--- src/rtl/ctrl_link_pkg.sv ---
// Shared definitions for the 3-lane configuration load link: FSM encoding,
// default lane widths, the frame marker and the frame-length derivation.
package ctrl_link_pkg;

  typedef enum logic [1:0] {
    ST_IDLE  = 2'd0,
    ST_CLR   = 2'd1,
    ST_SHIFT = 2'd2,
    ST_DONE  = 2'd3
  } state_t;

  localparam int VREF_W_DEF = 4;
  localparam int DATA_W_DEF = 8;
  localparam int CONV_W_DEF = 8;

  localparam logic MARKER_BIT = 1'b1;

  function automatic int max3(input int a, input int b, input int c);
    int m;
    m = (a > b) ? a : b;
    return (m > c) ? m : c;
  endfunction

  // Frame length: one marker bit plus the widest payload.
  function automatic int frame_len(input int vw, input int dw, input int cw);
    return 1 + max3(vw, dw, cw);
  endfunction

  function automatic int cnt_width(input int l, input int clr);
    int m;
    m = (l > clr) ? l : clr;
    return $clog2(m + 1);
  endfunction

  localparam int FRAME_L_DEF = frame_len(VREF_W_DEF, DATA_W_DEF, CONV_W_DEF);

endpackage

--- src/rtl/ctrl_frame_tx_if.sv ---
// Host-side load request and serial link signals of the frame transmitter.
// master = host/test controller, slave = ctrl_frame_tx.
interface ctrl_frame_tx_if
  import ctrl_link_pkg::*;
#(
  parameter int VREF_W = VREF_W_DEF,
  parameter int DATA_W = DATA_W_DEF,
  parameter int CONV_W = CONV_W_DEF
) ();

  logic              load;
  logic [VREF_W-1:0] vref_in;
  logic [DATA_W-1:0] data_in;
  logic [CONV_W-1:0] conv_in;
  logic              ready;
  logic              done;
  logic              rx_clr_n;
  logic              sd_vref;
  logic              sd_data;
  logic              sd_conv;

  modport master (
    output load, vref_in, data_in, conv_in,
    input  ready, done, rx_clr_n, sd_vref, sd_data, sd_conv
  );

  modport slave (
    input  load, vref_in, data_in, conv_in,
    output ready, done, rx_clr_n, sd_vref, sd_data, sd_conv
  );

endinterface

--- src/rtl/frame_lane_ser.sv ---
// One serial lane: registers the frame bit for the index it will be showing
// next cycle (marker, then payload LSB-first, then zero padding).
module frame_lane_ser
  import ctrl_link_pkg::*;
#(
  parameter int W     = 8,
  parameter int IDX_W = 4
) (
  input  logic             clk,
  input  logic             rst,
  input  logic             i_en,
  input  logic [W-1:0]     i_payload,
  input  logic [IDX_W-1:0] i_idx,
  output logic             o_sd
);

  logic w_bit;
  logic r_sd_p1;

  // Compare-based select so the index can never address past the payload MSB.
  always_comb begin
    w_bit = 1'b0;
    if (i_idx == '0) begin
      w_bit = MARKER_BIT;
    end else begin
      for (int i = 0; i < W; i++) begin
        if (i_idx == IDX_W'(i + 1)) begin
          w_bit = i_payload[i];
        end
      end
    end
  end

  // ---- stage p1: registered lane output ----
  always_ff @(posedge clk or posedge rst) begin
    if (rst) begin
      r_sd_p1 <= 1'b0;
    end else begin
      r_sd_p1 <= i_en & w_bit;
    end
  end

  assign o_sd = r_sd_p1;

endmodule

--- src/rtl/ctrl_frame_tx.sv ---
// Three-lane marker-framed serial transmitter: on load it pulses the loader
// clear for CLR_CYCLES cycles, then shifts all three frames out in parallel.
module ctrl_frame_tx
  import ctrl_link_pkg::*;
#(
  parameter int VREF_W     = VREF_W_DEF,
  parameter int DATA_W     = DATA_W_DEF,
  parameter int CONV_W     = CONV_W_DEF,
  parameter int CLR_CYCLES = 2
) (
  input  logic           clk,
  input  logic           rst,
  ctrl_frame_tx_if.slave bus
);

  localparam int L     = frame_len(VREF_W, DATA_W, CONV_W);
  localparam int CNT_W = cnt_width(L, CLR_CYCLES);

  generate
    if (CLR_CYCLES < 1 || CLR_CYCLES > 15) begin : g_bad_clr
      $error("ctrl_frame_tx: CLR_CYCLES must be in 1..15");
    end
  endgenerate

  state_t            r_state;
  state_t            w_state_nx;
  logic [CNT_W-1:0]  r_cnt;
  logic [CNT_W-1:0]  w_cnt_nx;
  logic [VREF_W-1:0] r_vref;
  logic [DATA_W-1:0] r_data;
  logic [CONV_W-1:0] r_conv;
  logic              w_accept;
  logic              w_lane_en;

  assign w_accept = (r_state == ST_IDLE) && bus.load;

  // ---- stage p0: state, counter and payload capture ----
  always_ff @(posedge clk or posedge rst) begin
    if (rst) begin
      r_state <= ST_IDLE;
      r_cnt   <= '0;
      r_vref  <= '0;
      r_data  <= '0;
      r_conv  <= '0;
    end else begin
      r_state <= w_state_nx;
      r_cnt   <= w_cnt_nx;
      if (w_accept) begin
        r_vref <= bus.vref_in;
        r_data <= bus.data_in;
        r_conv <= bus.conv_in;
      end
    end
  end

  // w_cnt_nx doubles as the lane bit index: lanes register the bit for the
  // index the FSM is about to enter, so bit k is visible for all of cycle k.
  always_comb begin
    w_state_nx = r_state;
    w_cnt_nx   = r_cnt;
    w_lane_en  = 1'b0;
    unique case (r_state)
      ST_IDLE: begin
        if (bus.load) begin
          w_state_nx = ST_CLR;
          w_cnt_nx   = '0;
        end
      end
      ST_CLR: begin
        if (r_cnt == CNT_W'(CLR_CYCLES - 1)) begin
          w_state_nx = ST_SHIFT;
          w_cnt_nx   = '0;
          w_lane_en  = 1'b1;
        end else begin
          w_cnt_nx = r_cnt + CNT_W'(1);
        end
      end
      ST_SHIFT: begin
        if (r_cnt == CNT_W'(L - 1)) begin
          w_state_nx = ST_DONE;
          w_cnt_nx   = '0;
        end else begin
          w_cnt_nx  = r_cnt + CNT_W'(1);
          w_lane_en = 1'b1;
        end
      end
      ST_DONE: begin
        w_state_nx = ST_IDLE;
        w_cnt_nx   = '0;
      end
      default: begin
        w_state_nx = ST_IDLE;
        w_cnt_nx   = '0;
      end
    endcase
  end

  assign bus.ready    = (r_state == ST_IDLE);
  assign bus.done     = (r_state == ST_DONE);
  assign bus.rx_clr_n = (r_state != ST_CLR);

  // ---- stage p1: serial lanes ----
  frame_lane_ser #(.W(VREF_W), .IDX_W(CNT_W)) u_lane_vref (
    .clk       (clk),
    .rst       (rst),
    .i_en      (w_lane_en),
    .i_payload (r_vref),
    .i_idx     (w_cnt_nx),
    .o_sd      (bus.sd_vref)
  );

  frame_lane_ser #(.W(DATA_W), .IDX_W(CNT_W)) u_lane_data (
    .clk       (clk),
    .rst       (rst),
    .i_en      (w_lane_en),
    .i_payload (r_data),
    .i_idx     (w_cnt_nx),
    .o_sd      (bus.sd_data)
  );

  frame_lane_ser #(.W(CONV_W), .IDX_W(CNT_W)) u_lane_conv (
    .clk       (clk),
    .rst       (rst),
    .i_en      (w_lane_en),
    .i_payload (r_conv),
    .i_idx     (w_cnt_nx),
    .o_sd      (bus.sd_conv)
  );

  a_done_not_ready : assert property (@(posedge clk) disable iff (rst)
    bus.done |-> !bus.ready);
  a_clr_quiet_lanes : assert property (@(posedge clk) disable iff (rst)
    !bus.rx_clr_n |-> !(bus.sd_vref | bus.sd_data | bus.sd_conv));

endmodule

--- src/flat_wrapper.sv ---
// flat-port wrapper written by rule: the top's interface ports become plain ports
module ctrl_frame_tx_flat import ctrl_link_pkg::*;
#(
  parameter int VREF_W     = VREF_W_DEF,
  parameter int DATA_W     = DATA_W_DEF,
  parameter int CONV_W     = CONV_W_DEF,
  parameter int CLR_CYCLES = 2
)
  (clk, rst, bus_load, bus_vref_in, bus_data_in, bus_conv_in, bus_ready, bus_done, bus_rx_clr_n, bus_sd_vref, bus_sd_data, bus_sd_conv);
  ctrl_frame_tx_if #(.VREF_W(VREF_W), .DATA_W(DATA_W), .CONV_W(CONV_W)) bus_i ();
  input  logic clk;
  input  logic rst;
  input wire logic [$bits(bus_i.load)-1:0] bus_load;
  input wire logic [$bits(bus_i.vref_in)-1:0] bus_vref_in;
  input wire logic [$bits(bus_i.data_in)-1:0] bus_data_in;
  input wire logic [$bits(bus_i.conv_in)-1:0] bus_conv_in;
  output wire logic [$bits(bus_i.ready)-1:0] bus_ready;
  output wire logic [$bits(bus_i.done)-1:0] bus_done;
  output wire logic [$bits(bus_i.rx_clr_n)-1:0] bus_rx_clr_n;
  output wire logic [$bits(bus_i.sd_vref)-1:0] bus_sd_vref;
  output wire logic [$bits(bus_i.sd_data)-1:0] bus_sd_data;
  output wire logic [$bits(bus_i.sd_conv)-1:0] bus_sd_conv;
  assign bus_i.load = bus_load;
  assign bus_i.vref_in = bus_vref_in;
  assign bus_i.data_in = bus_data_in;
  assign bus_i.conv_in = bus_conv_in;
  assign bus_ready = bus_i.ready;
  assign bus_done = bus_i.done;
  assign bus_rx_clr_n = bus_i.rx_clr_n;
  assign bus_sd_vref = bus_i.sd_vref;
  assign bus_sd_data = bus_i.sd_data;
  assign bus_sd_conv = bus_i.sd_conv;
  ctrl_frame_tx #(.VREF_W(VREF_W), .DATA_W(DATA_W), .CONV_W(CONV_W), .CLR_CYCLES(CLR_CYCLES)) u_core (.clk(clk), .rst(rst), .bus(bus_i));
endmodule
--- config.mk ---
export PLATFORM = sky130hd
export DESIGN_NAME = ctrl_frame_tx_flat
export DESIGN_NICKNAME = d
export VERILOG_FILES = /design/src/rtl/ctrl_link_pkg.sv /design/src/rtl/ctrl_frame_tx_if.sv /design/src/rtl/frame_lane_ser.sv /design/src/rtl/ctrl_frame_tx.sv /design/src/flat_wrapper.sv
export SDC_FILE = /design/constraint.sdc
export NUM_CORES = 1
export LEC_CHECK = 0
export ABC_AREA = 0
export CORE_MARGIN = 1.5
export CORE_UTILIZATION = 35
export CTS_CLUSTER_DIAMETER = 60
export CTS_CLUSTER_SIZE = 28
export DETAILED_ROUTE_END_ITERATION = 6
export PLACE_DENSITY = 0.67
export SETUP_SLACK_MARGIN = 0.4
export SLEW_MARGIN = 20
export SYNTH_ARGS = -nofsm -noshare
export SYNTH_HDL_FRONTEND = slang
export SYNTH_SLANG_ARGS = --single-unit
export TNS_END_PERCENT = 50
--- constraint.sdc ---
create_clock -name clk -period 4.85 [get_ports clk]
set_clock_uncertainty 0.15 [all_clocks]
set_input_delay 0.97 -clock clk [delete_from_list [all_inputs] [get_ports clk]]
set_output_delay 0.97 -clock clk [all_outputs]
set_load 0.02 [all_outputs]
==> out/qor.yml <==
logic_synthesis:
  synth_mux_area_share_pct: 13.4
  synth_top_area_cell: "dfrtp_1"
  seq_area_frac_synth_pct: 41.0
  synth.most_common_cell: "dfrtp_1"
  synthAdderAreaFrac_pct: 4.95
  synth_nets: 196
  ys_ff_latch: 29
  synth-compound-area-share_pct: 16.6
  yosys.area_share.simple_pct: 18.7
  synth_flop_cell: "dfrtp_1"
  syn_area_um2: 1770
  synth_area_leaders: "dfrtp_1, mux2_2, ha_1"
  synthCells: 166
  synth_edf_count: 0
  synth-async-reset-ratio_pct: 100
  syn_area_per_cell_um2: 10.7
  synth_top_area_share_pct: 41.0
  synth.distinct_cells: 54
  synth_xor_area_share_pct: 0.495
  synth_top_family_by_area: "simple AND/OR/NAND/NOR gates"
  ys_warn_count: 0
  yosys-top-cells-count: "dfrtp_1, mux2_2, nor2_1, inv_1, nand2_1"
clocking:
  clk_pin_slew_ps: 60
  cts_tree: "built"
  cts_max_level: 2
  cts.hold.buffers_added: 0
  postCtsSetupRepairBufs: 0
  clock_tree.buffer_depth: 2
  cts_resized: 0
  cts_root_buf: "clkbuf_8"
  clk_latency_ps: 280
  cts_made_buffers: 5
  clock_sinks: 29
global_routing:
  grt_max_degree: 30
  antenna_found_initial: 0
  grt_pass1_vias: 1334
  gr-total-overflow: 0
  grt_usage_pct: 15.7
  grt_first_pass_wirelength_mm: 6.38
drt:
  drc: 0
  wirelength_mm: 3.77
  drt_iter0_markers: 119
  wl_per_cell_um: 14.3
  antenna_left: 0
  via_per_inst: 5.25
  dr.pass1.iters: 4
  vias: 1380
floorplan:
  core_um2: 4790
  initial_core_util_pct: 36.9
  ios: 29
  rows: 25
  die_w_um: 74.1
  die_area_um2: 5490
  dieHeight_um: 74.1
placement:
  dp_hpwl_mm: 2.82
  place_inst: 255
  port-buffer-count: 28
  place_congestion: 0.887
sta:
  slew_headroom_pct: 42.8
  tightest_slew_ps: 856
  rsz0062_at_grt: "no"
  period_needed_ps: 3040
  fin_crit_sh_pct: 62.6
  finalMaxSlewViolations: 0
  setup_viol: 0
  finalHoldViolations: 0
  tns_ps: 0
  max_freq_mhz: 329
setup_path:
  worst_ep_arrival_time_ps: 1920
  cp_max_fo: 12
  cp-start-kind: "register"
  cp-end-kind: "output port"
  required_ps: 3730
  worstSetupPathType: "register to output port"
finish:
  layoutNonFillerInstCount: 263
  area_growth_pct: 24.5
  drive_above_1_share_pct: 23.5
  nNetsFinal: 225
  fillers: 439
  final_util_pct: 46.0
  diodes: 0
job:
  cap_violations: 0
hold_path:
  hp-class: "register to register"
status:
  status: "finished, final reports clean"
power:
  peakVddDrop_mv: 0.229
  power-per-cell-area_nw_per_um2: 608
  leakagePower_nw: 0.871
sequential cells by signal, indices dropped and copies added, names as in the netlist:
name and flops:
u_core.r_cnt 4, u_core.r_conv 8, u_core.r_data 8, u_core.r_state 2, u_core.r_vref 4, u_core.u_lane_conv.o_sd 1, u_core.u_lane_data.o_sd 1, u_core.u_lane_vref.o_sd 1
metrics by stage:
stage / power [mW] / hold WS [ps] / worst slack [ps] / area [µm²]
after floorplan: 0.948 / 321 / 2350 / 1770
after global placement: 1.11 / 334 / 1770 / 2100
after detailed placement: 1.12 / 345 / 1750 / 2100
after CTS: 1.34 / 360 / 1800 / 2200
after global routing: 1.44 / 376 / 1700 / 2200
final: 1.34 / 355 / 1810 / 2200
power by group:
part / switching, mW / internal, mW / total [mW]
Sequential: 0.0727 / 0.352 / 0.425
Clock: 0.0887 / 0.128 / 0.217
Combinational: 0.377 / 0.321 / 0.698
cell type report:
cell class / count / area [µm²] / area share [%]
inverters: 14 / 52.6 / 2.39
repair buffers: 28 / 280 / 12.7
flip-flops and latches: 29 / 726 / 33.0
well taps: 67 / 83.8 / 3.81
clock inverters: 1 / 5.00 / 0.227
clock buffers: 7 / 96.3 / 4.38
multi-input cells: 117 / 957 / 43.5
worst max-delay path, cell delays in order (launching register included):
cell and delay, ps:
dfrtp_1 410, inv_1 110, ha_1 430, clkdlybuf4s50_1 690
final timing paths:
check	start	end	slack [ps]	cells after the start
min in group asynchronous	rst	u_core.r_vref[1]$_DFFE_PP0P_	920	2
setup / recovery	u_core.r_state[1]$_DFFE_PP0P_	bus_ready	1810	3
max in group asynchronous	rst	u_core.r_vref[0]$_DFFE_PP0P_	3240	2
hold / removal	u_core.r_data[7]$_DFFE_PP0P_	u_core.r_data[7]$_DFFE_PP0P_	350	1
setup reg to reg	u_core.r_state[1]$_DFFE_PP0P_	u_core.u_lane_conv.o_sd$_DFF_PP0_	2090	8
hold reg to reg	u_core.r_data[7]$_DFFE_PP0P_	u_core.r_data[7]$_DFFE_PP0P_	350	1
cell usage in the layout (no fill, tap or decap), types with 2 or more instances in the layout:
cell type and instances:
clkdlybuf4s50_1 28, nor3_1 7, o21a_1 3, nand3_1 2, o21ai_0 2, nand4_1 3
or2b_2 2, nor4_1 2, dfrtp_1 29, ha_1 7, or3_1 2, inv_2 2
o32ai_1 2, nand2_1 8, nor2_1 15, a21oi_1 3, a311oi_1 2, nor2b_1 2
mux2_2 21, inv_1 12, o211ai_1 2, a32oi_1 3, clkbuf_8 7
cells by family (layout without fill, tap and decap cells):
logic type                 Yosys count  in the layout
and+or+nand+nor                     55             55
AOI/OAI and AO/OA                   33             33
DFF                                 29             29
muxes                               21             21
buffers and inverters               20             50
adders and majority gates            7              7
xor gates and xnor gates             1              1
layer usage:
metal / GRT usage, % / part of all wire, % / wire, µm / vias to the layer above
met1: 20.9 / 45 / 1710 / 650
li1: - / - / - / 667
met3: 4.61 / 6.1 / 228 / 11
met5: 0 / 0 / 0 / -
met2: 23.3 / 46 / 1730 / 52
met4: 7.41 / 2.6 / 99 / 0
Power figures use the tool's default switching activity.
